<file path="src/rtl/avr_io_pkg.sv">
`default_nettype none
// ============================================================================
// Module  : avr_io_pkg
// Purpose : Shared register offsets, STATUS bit positions and transmitter
//           FSM states for avr_cpu memory-mapped I/O peripherals.
// Revision: 1.0
// ============================================================================
package avr_io_pkg;

    localparam logic [1:0] C_OFF_DATA   = 2'd0;
    localparam logic [1:0] C_OFF_STATUS = 2'd1;
    localparam logic [1:0] C_OFF_DIV_LO = 2'd2;
    localparam logic [1:0] C_OFF_DIV_HI = 2'd3;

    localparam int C_ST_EMPTY = 0;
    localparam int C_ST_FULL  = 1;
    localparam int C_ST_BUSY  = 2;
    localparam int C_ST_OVF   = 3;

    typedef enum logic [1:0] {
        S_IDLE  = 2'd0,
        S_START = 2'd1,
        S_DATA  = 2'd2,
        S_STOP  = 2'd3
    } tx_state_t;

endpackage
`default_nettype wire

</file>
<file path="src/rtl/avr_fifo.sv">
`default_nettype none
// ============================================================================
// Module  : avr_fifo
// Purpose : Parameterised synchronous FIFO with show-ahead read data.
// Revision: 1.0
// ============================================================================
module avr_fifo #(
    parameter int WIDTH = 8,
    parameter int DEPTH = 4
) (
    input  logic                       clk,
    input  logic                       rst,
    input  logic                       i_push,
    input  logic [WIDTH-1:0]           i_data,
    input  logic                       i_pop,
    output logic [WIDTH-1:0]           o_data,
    output logic                       o_full,
    output logic                       o_empty,
    output logic [$clog2(DEPTH):0]     o_count
);

    localparam int AW = $clog2(DEPTH);
    localparam int CW = AW + 1;
    localparam logic [CW-1:0] C_FULL_CNT = CW'(DEPTH);

    logic [WIDTH-1:0] r_mem [DEPTH];
    logic [AW-1:0]    r_wr_ptr;
    logic [AW-1:0]    r_rd_ptr;
    logic [CW-1:0]    r_count;

    wire w_do_push = i_push && !o_full;
    wire w_do_pop  = i_pop  && !o_empty;

    assign o_full  = (r_count == C_FULL_CNT);
    assign o_empty = (r_count == '0);
    assign o_count = r_count;
    assign o_data  = r_mem[r_rd_ptr];

    always_ff @(posedge clk) begin
        if (w_do_push) begin
            r_mem[r_wr_ptr] <= i_data;
        end
    end

    // Pointers are AW bits wide, so they wrap modulo DEPTH for free.
    always_ff @(posedge clk or posedge rst) begin
        if (rst) begin
            r_wr_ptr <= '0;
            r_rd_ptr <= '0;
            r_count  <= '0;
        end else begin
            if (w_do_push) begin
                r_wr_ptr <= r_wr_ptr + 1'b1;
            end
            if (w_do_pop) begin
                r_rd_ptr <= r_rd_ptr + 1'b1;
            end
            case ({w_do_push, w_do_pop})
                2'b10:   r_count <= r_count + 1'b1;
                2'b01:   r_count <= r_count - 1'b1;
                default: r_count <= r_count;
            endcase
        end
    end

endmodule
`default_nettype wire

</file>
<file path="src/rtl/avr_uart_tx.sv">
`default_nettype none
// ============================================================================
// Module  : avr_uart_tx
// Purpose : Memory-mapped 8N1 UART transmitter slave on the avr_cpu data bus.
// Revision: 1.0
// ============================================================================
module avr_uart_tx
    import avr_io_pkg::*;
#(
    parameter logic [15:0] BASE_ADDR  = 16'h00C0,
    parameter int          FIFO_DEPTH = 4,
    parameter logic [15:0] DIV_RESET  = 16'd415
) (
    input  logic        clk,
    input  logic        reset,
    input  logic [15:0] data_addr,
    input  logic        data_wen,
    input  logic        data_ren,
    input  logic [7:0]  data_write,
    output logic [7:0]  data_read,
    output logic        hit,
    output logic        tx
);

    localparam int CW = $clog2(FIFO_DEPTH) + 1;
    localparam logic [CW-1:0] C_FULL_CNT = CW'(FIFO_DEPTH);

    logic [15:0]  r_div;
    logic [15:0]  r_div_act;
    logic         r_ovf;
    logic [7:0]   r_rdata;
    logic         r_hit;
    tx_state_t    r_state;
    logic         r_tx;
    logic [15:0]  r_baud;
    logic [7:0]   r_shift;
    logic [2:0]   r_bitcnt;

    logic [7:0]   w_fifo_data;
    logic         w_fifo_full;
    logic         w_fifo_empty;
    logic [CW-1:0] w_fifo_count;
    logic [7:0]   w_rd_mux;

    wire       w_in_win  = (data_addr[15:2] == BASE_ADDR[15:2]);
    wire [1:0] w_off     = data_addr[1:0];
    wire       w_wr_data = data_wen && w_in_win && (w_off == C_OFF_DATA);
    wire       w_has_room = (w_fifo_count != C_FULL_CNT);
    wire       w_push    = w_wr_data && w_has_room;
    wire       w_ovf_set = w_wr_data && !w_has_room;
    wire       w_rd      = data_ren && w_in_win;
    wire       w_busy    = (r_state != S_IDLE);
    wire       w_bit_end = (r_baud == r_div_act);
    wire       w_pop     = !w_fifo_empty &&
                           ((r_state == S_IDLE) || ((r_state == S_STOP) && w_bit_end));

    wire [7:0] w_status = {4'b0000, r_ovf, w_busy, w_fifo_full, w_fifo_empty};

    avr_fifo #(
        .WIDTH (8),
        .DEPTH (FIFO_DEPTH)
    ) u_fifo (
        .clk     (clk),
        .rst     (reset),
        .i_push  (w_push),
        .i_data  (data_write),
        .i_pop   (w_pop),
        .o_data  (w_fifo_data),
        .o_full  (w_fifo_full),
        .o_empty (w_fifo_empty),
        .o_count (w_fifo_count)
    );

    always_comb begin
        w_rd_mux = 8'h00;
        case (w_off)
            C_OFF_STATUS: w_rd_mux = w_status;
            C_OFF_DIV_LO: w_rd_mux = r_div[7:0];
            C_OFF_DIV_HI: w_rd_mux = r_div[15:8];
            default:      w_rd_mux = 8'h00;
        endcase
    end

    // An overflowing write outranks the read-to-clear of OVF.
    always_ff @(posedge clk or posedge reset) begin
        if (reset) begin
            r_div   <= DIV_RESET;
            r_ovf   <= 1'b0;
            r_rdata <= 8'h00;
            r_hit   <= 1'b0;
        end else begin
            r_hit   <= w_rd;
            r_rdata <= w_rd ? w_rd_mux : 8'h00;
            if (w_ovf_set) begin
                r_ovf <= 1'b1;
            end else if (w_rd && (w_off == C_OFF_STATUS)) begin
                r_ovf <= 1'b0;
            end
            if (data_wen && w_in_win && (w_off == C_OFF_DIV_LO)) begin
                r_div[7:0] <= data_write;
            end
            if (data_wen && w_in_win && (w_off == C_OFF_DIV_HI)) begin
                r_div[15:8] <= data_write;
            end
        end
    end

    // r_div_act is sampled only at bit boundaries so a bit in flight keeps its length.
    always_ff @(posedge clk or posedge reset) begin
        if (reset) begin
            r_state   <= S_IDLE;
            r_tx      <= 1'b1;
            r_baud    <= 16'd0;
            r_div_act <= DIV_RESET;
            r_shift   <= 8'h00;
            r_bitcnt  <= 3'd0;
        end else begin
            case (r_state)
                S_IDLE: begin
                    r_tx <= 1'b1;
                    if (w_pop) begin
                        r_shift   <= w_fifo_data;
                        r_div_act <= r_div;
                        r_baud    <= 16'd0;
                        r_tx      <= 1'b0;
                        r_state   <= S_START;
                    end
                end
                S_START: begin
                    if (w_bit_end) begin
                        r_baud    <= 16'd0;
                        r_div_act <= r_div;
                        r_tx      <= r_shift[0];
                        r_shift   <= {1'b0, r_shift[7:1]};
                        r_bitcnt  <= 3'd0;
                        r_state   <= S_DATA;
                    end else begin
                        r_baud <= r_baud + 16'd1;
                    end
                end
                S_DATA: begin
                    if (w_bit_end) begin
                        r_baud    <= 16'd0;
                        r_div_act <= r_div;
                        if (r_bitcnt == 3'd7) begin
                            r_tx    <= 1'b1;
                            r_state <= S_STOP;
                        end else begin
                            r_tx     <= r_shift[0];
                            r_shift  <= {1'b0, r_shift[7:1]};
                            r_bitcnt <= r_bitcnt + 3'd1;
                        end
                    end else begin
                        r_baud <= r_baud + 16'd1;
                    end
                end
                S_STOP: begin
                    if (w_bit_end) begin
                        r_baud    <= 16'd0;
                        r_div_act <= r_div;
                        if (w_pop) begin
                            r_shift <= w_fifo_data;
                            r_tx    <= 1'b0;
                            r_state <= S_START;
                        end else begin
                            r_state <= S_IDLE;
                        end
                    end else begin
                        r_baud <= r_baud + 16'd1;
                    end
                end
                default: begin
                    r_state <= S_IDLE;
                    r_tx    <= 1'b1;
                end
            endcase
        end
    end

    assign data_read = r_rdata;
    assign hit       = r_hit;
    assign tx        = r_tx;

endmodule
`default_nettype wire
</file>
<file path="config.mk">
export PLATFORM = sky130hd
export DESIGN_NAME = avr_uart_tx
export DESIGN_NICKNAME = d
export VERILOG_FILES = /design/src/rtl/avr_io_pkg.sv /design/src/rtl/avr_fifo.sv /design/src/rtl/avr_uart_tx.sv
export SDC_FILE = /design/constraint.sdc
export NUM_CORES = 1
export LEC_CHECK = 0
export BUFFER_PORTS_ARGS = -buffer_cell sky130_fd_sc_hd__clkbuf_2
export CORE_ASPECT_RATIO = 1.25
export CORE_MARGIN = 2
export CORE_UTILIZATION = 67
export CTS_BUF_LIST = sky130_fd_sc_hd__clkbuf_2 sky130_fd_sc_hd__clkbuf_4 sky130_fd_sc_hd__clkbuf_8
export DETAILED_ROUTE_END_ITERATION = 8
export GPL_ROUTABILITY_DRIVEN = 0
export GPL_TIMING_DRIVEN = 0
export PLACE_DENSITY = 0.94
export SYNTH_ARGS = -nofsm -noshare
export SYNTH_HDL_FRONTEND = slang
export SYNTH_SLANG_ARGS = --single-unit
export TNS_END_PERCENT = 20
</file>
<file path="constraint.sdc">
create_clock -name clk -period 7.22 [get_ports clk]
set_clock_uncertainty 0.2 [all_clocks]
set_input_delay 0.722 -clock clk [delete_from_list [all_inputs] [get_ports clk]]
set_output_delay 0.722 -clock clk [all_outputs]
set_load 0.01 [all_outputs]
</file>
== Word-level counts from Yosys, hierarchy flattened ==
Memories as Yosys holds them, arrays and structs flattened.
Cells that the tools add are included.

* Bits of input ports: 28
* Memory bits (writable): 32
* Output and inout port bits: 10
* Register bits after elaboration: 79
* Word-level logic and storage cells: 108
* Memories kept: 1

* Add/sub/neg operators: 6
* Multiplexer cells: 37
* Eq/ne operators: 21
* Reductions and logical operators: 29

{| class="wikitable"
|+ Memories
! name !! words !! bits a word !! rd ports !! clocked after Yosys merged registers in !! wr ports !! line !! source
|-
| u_fifo.r_mem || 4 || 8 || 1 || 0 || 1 || avr_fifo.sv:26 || <nowiki>logic [WIDTH-1:0] r_mem [DEPTH];</nowiki>
|}

{| class="wikitable"
|+ Operator list
! kind !! number
|-
| 16-bit 2-to-1 mux || 4
|-
| 16-bit one-hot mux with 2 select lines || 2
|-
| 8-bit 2-to-1 mux || 6
|-
| 8-bit one-hot mux with 4 select lines || 1
|-
| 8-bit one-hot mux with 3 select lines || 1
|-
| 16-bit by 1-bit adder with 16-bit output (second input constant) || 1
|-
| 16-bit == test || 1
|-
| 14-bit by 6-bit == test with 1-bit output (second input constant) || 1
|-
| 1-bit logical AND || 12
|-
| 3-bit one-hot mux with 2 select lines || 2
|-
| 4-bit AND reduction || 3
|-
| 1-bit 2-to-1 mux || 11
|-
| 2-bit == test (second input constant) || 5
|-
| 2-bit 2-to-1 mux || 5
|-
| 2-bit inequality test (second input constant) || 5
|-
| 3-bit 2-to-1 mux || 3
|-
| 2-bit one-hot mux with 4 select lines || 1
|-
| 2-bit nonzero test || 4
|-
| 3-bit by 1-bit adder with 3-bit output (second input constant) || 2
|-
| 2-bit by 1-bit == test with 1-bit output (second input constant) || 3
|-
| 3-bit == test (second input constant) || 2
|-
| 2-bit by 1-bit inequality test with 1-bit output (second input constant) || 3
|-
| 5-bit AND reduction || 1
|-
| 2-bit by 1-bit adder with 2-bit output (second input constant) || 2
|-
| other kinds (9) || 12
|}

== Depth between registers and ports, before layout ==
* Depth after elaboration: 7
* Depth in mapped cells: 11
* Mapped depth without buffers: 10

== Hierarchy ==
A second synthesis with hierarchy kept.

* Cell total of the unflattened synthesis: 411
* Area, all modules: 5410.2 µm²

{| class="wikitable"
|+ Modules (own cells, without submodules)
! module !! cells each !! area an instance (µm²) !! seq. area each (µm²) !! times used
|-
| avr_uart_tx || 331 || 3813.7 || 1820.5 || 1
|-
| avr_fifo || 80 || 1596.5 || 1136.1 || 1
|}

== Least setup slack after synthesis ==
OpenSTA, ideal clock, no wires.

* Path type: input port to flip-flop
* Start point: input port data_addr[9]
* End point: register u_fifo.r_count[2] (netlist: u_fifo.o_count[2])
* Buffers on the path: 0
* Cell stages on the path: 10
* Data arrival time: 3012 ps
* Data required time: 6895 ps
* Setup time: 125 ps
* Path slack: 3883 ps
* Path through: or4_4 nor4_4 nand2_2 nor4_4 inv_1 ha_1 fa_1 xnor2_1 nor2_1 xor2_1

* Word-level cells in the longest chain between the ends: 7
* Elaborated cells between the ends (all ways): 9
* Those cells by class: eq/ne: 3; mux: 1; reduce/logical: 5

{| class="wikitable"
|+ RTL lines
! what !! line !! source
|-
| start, declared || avr_uart_tx.sv:16 || <nowiki>input logic [15:0] data_addr,</nowiki>
|-
| 14-bit by 6-bit == test with 1-bit output (*) || avr_uart_tx.sv:45 || <nowiki>wire w_in_win = (data_addr[15:2] == BASE_ADDR[15:2]);</nowiki>
|-
| 1-bit logical AND (*) (2 in a row) || avr_uart_tx.sv:47 || <nowiki>wire w_wr_data = data_wen && w_in_win && (w_off == C_OFF_DATA);</nowiki>
|-
| 1-bit logical AND (*) || avr_uart_tx.sv:49 || <nowiki>wire w_push = w_wr_data && w_has_room;</nowiki>
|-
| 1-bit logical AND (*) || avr_fifo.sv:31 || <nowiki>wire w_do_push = i_push && !o_full;</nowiki>
|-
| 2-bit by 1-bit == test with 1-bit output or 2-bit == test (tied branches) || avr_fifo.sv:58 || <nowiki>case ({w_do_push, w_do_pop})</nowiki>
|-
| 3-bit one-hot mux with 2 select lines or 2-bit nonzero test (tied branches) || -- ||
|-
| end signal, assigned || avr_fifo.sv:59 || <nowiki>2'b10: r_count <= r_count + 1'b1;</nowiki>
|-
| end signal, assigned || avr_fifo.sv:60 || <nowiki>2'b01: r_count <= r_count - 1'b1;</nowiki>
|-
| end signal, assigned || avr_fifo.sv:61 || <nowiki>default: r_count <= r_count;</nowiki>
|-
| end, declared || avr_fifo.sv:29 || <nowiki>logic [CW-1:0] r_count;</nowiki>
|}

Every way passes the cells marked *; elsewhere a longest branch is shown, timed or not.
A chain may end at the register's enable or synchronous reset.

== Worst setup path in the final report ==
Same ends and word-level chain as after synthesis.

==> metrics <==
number of iterations in the first detailed-routing pass=7; Post-synth EDFFs=32; Async SR Flop Fraction=0.7117; status=finished, final reports clean; global route hottest layer=met2; prevailing post-synth register cell=dfrtp_1; Hold Violations, Final=0; Flop pwr share=0.441; most common cell after layout, fill and taps aside=dfrtp_1; FF/Latch Area=2957 um2; Row Count=36; met2 Track Usage GR=0.4491; footprint of the multi-input gates=2112 um2; Via Count=3,281; clk buf depth=2; Layout Cells excl Fill=535; Final ANT Viol Nets=0; Remaining Overflow, GRT=0; register area share after synthesis=0.5649; maxcap violations=0; vias in the first global route=3,338; flops & latches, synth=111; final setup fails=0; DPL Wire Length=7653 um; Gate power share=0.338; TritonCTS Buffers=9; CTS tree=built; Netlist cell types=53; pin count of the biggest net entering global routing=78; FILL cells=419; Post-CTS Hold Buffers=1; Worst EP arrival=3.53 ns; P&R area growth vs syn=10.40%; CP startpoint kind=input port; Placed Cells=518; Netlist Area Pre-Place=5234 um2; syn avg cell area=13.59 um2; most frequent cells in the layout=64 x dfrtp_1, 37 x clkbuf_2, 32 x mux2_2, 32 x edfxtp_1, 27 x nor2_1; final worst-path cycle share=0.4750; DRC viols=0; Power Dens Cells=295.1 nW/um2; DR vias/cell=6.133; core area=7702 um2; Max Fclk=291.6 MHz; slew margin rel.=0.3354; met1 usage=0.3280; unrepaired setup endpoints after global routing=no; Initial Util=0.6795; layout cells sized above 1=0.3273; Resize count post-CTS=0; Pleak=2.460 nW; DRT iter0 DRCs=234; CP max FO=8; fin crit period=3.429 ns; H-tree depth=3; first-pass GRT wire length=17,030 um; Post-CTS Repair Setup Buffers=0; die area=8539 um2; clk_lat worst skew=0.39 ns; crit path capture type=flop; Post-Place Worst Slack=3.490 ns; GR Util met3=0.04964; Die Wd=83.05 um; die height=102.8 um; Sink Count=111; Syn. warnings=0; top-level port count=38; Max IR drop VDD=0.2325 mV; P_sw=0.5698 mW; Post-Syn Nets=426; Root Buffer=clkbuf_8; clock share of power=0.221; Routed WL=10,590 um; n_diodes=0; worst hold path class=reg -> reg; antenna violations before repair=0; port buffer count=37; total power=1.705 mW; Final WS setup=3.791 ns; CP Class=in -> reg; Syn Inst Count=385; Slew @ Worst Pin=0.9892 ns; Worst EP required=7.33 ns; fin. max-slew vios=0; Total GRT Usage=0.2647; setup TNS=0 ns; wire length per cell=19.79 um; cell internal pwr=1.135 mW; clock-pin slew on the worst setup and hold paths=0.10 ns; nets=476; Net Sw Frac=0.3342
sequential cells by signal, indices dropped and copies added, names as in the netlist:
signal	cells
tx	1
u_fifo.r_wr_ptr	2
u_fifo.o_count	3
r_div	16
hit	1
r_shift	8
r_bitcnt	3
r_ovf	1
u_fifo.r_rd_ptr	2
r_state	2
data_read	8
u_fifo.r_mem	32
r_baud	16
r_div_act	16
metrics by stage:
step | hold slack [ns] | util | area, um2
2_1_floorplan | 0.2557 | - | 5234
4_1_cts | 0.3124 | 0.7502 | 5778
3_3_place_gp | 0.2707 | 0.7190 | 5538
3_5_place_dp | 0.2944 | 0.7229 | 5568
5_1_grt | 0.3207 | 0.7502 | 5778
6_report | 0.3046 | 0.7502 | 5778
power groups by stage:
stage	Clock [mW]	Combinational [mW]	Sequential [mW]
global route	0.407	0.631	0.760
CTS	0.380	0.574	0.752
floorplan	0	0.444	0.752
detailed placement	0	0.574	0.763
global placement	0	0.519	0.757
finish	0.377	0.576	0.753
synthesized netlist by cell type, types with 2 or more instances:
cell type,count,share of area
dfrtp_1,64,0.31
edfxtp_1,32,0.18
mux2_2,32,0.069
nor2_1,27,0.019
xnor2_1,20,0.033
a21oi_1,16,0.015
nand2_1,16,0.011
dfstp_2,15,0.075
mux2i_1,14,0.027
o21ai_0,13,0.012
ha_1,12,0.029
inv_1,11,0.0079
mux2_4,8,0.023
mux4_2,8,0.034
nand4_1,8,0.0096
nand3_1,7,0.0067
buf_6,6,0.013
and2_1,5,0.0060
nor3_1,5,0.0048
xor2_1,5,0.0084
a22o_1,4,0.0067
a22oi_1,4,0.0057
a31oi_1,4,0.0048
clkbuf_1,4,0.0029
o31ai_1,4,0.0057
nand2b_1,3,0.0036
nor4_4,3,0.012
o21a_1,3,0.0043
a21oi_2,2,0.0033
and3_1,2,0.0024
buf_2,2,0.0019
nand2_2,2,0.0024
nor2_2,2,0.0024
nor3b_1,2,0.0029
or4_1,2,0.0029
worst max-delay path: stages:
cell and delay (ns):
clkbuf_2 0.08, or4_4 0.53, nor4_4 0.29, nand2_2 0.16, nor4_4 0.43, inv_1 0.10, ha_1 0.24, fa_1 0.40
xnor2_1 0.15, nor2_1 0.21, xor2_1 0.22
kinds of logic (layout without fill, tap and decap cells):
group,after synthesis,count (layout),share of synthesized area
AO/OA/AOI/OAI,54,54,0.06861
XOR/XNOR,26,26,0.04494
multiplexers,62,62,0.1530
adder cells (fa/ha/maj),13,13,0.03251
flip-flops,111,111,0.5649
buffers and inverters,26,81,0.03155
AND/OR/NAND/NOR,93,93,0.1045
path summary, 6_finish.rpt:
path,cells after the start,slack [ns],startpoint,end
setup / recovery,11,3.79,data_addr[9],u_fifo.o_count[2]
hold / removal,1,0.30,r_bitcnt[0],r_bitcnt[0]
setup reg to reg,9,3.92,r_baud[3],u_fifo.o_count[1]
hold reg to reg,1,0.30,r_bitcnt[0],r_bitcnt[0]
max in group asynchronous,4,5.71,reset,r_div_act[1]
min in group asynchronous,3,0.53,reset,r_shift[4]
metal layers:
metal	share of wire	wire, um
met5	0	0
met1	0.40	4270
met2	0.51	5419
met4	0.040	425
met3	0.044	470
layout make-up:
class | count | share of cell area
well taps | 95 | 0.02057
clock inverters | 6 | 0.01191
multi-input cells | 248 | 0.3655
flip-flops and latches | 111 | 0.5117
clock buffers | 10 | 0.02274
repair buffers | 39 | 0.03854
plain buffers | 15 | 0.02144
inverters | 11 | 0.007579
(Power assumes the default switching activity.)
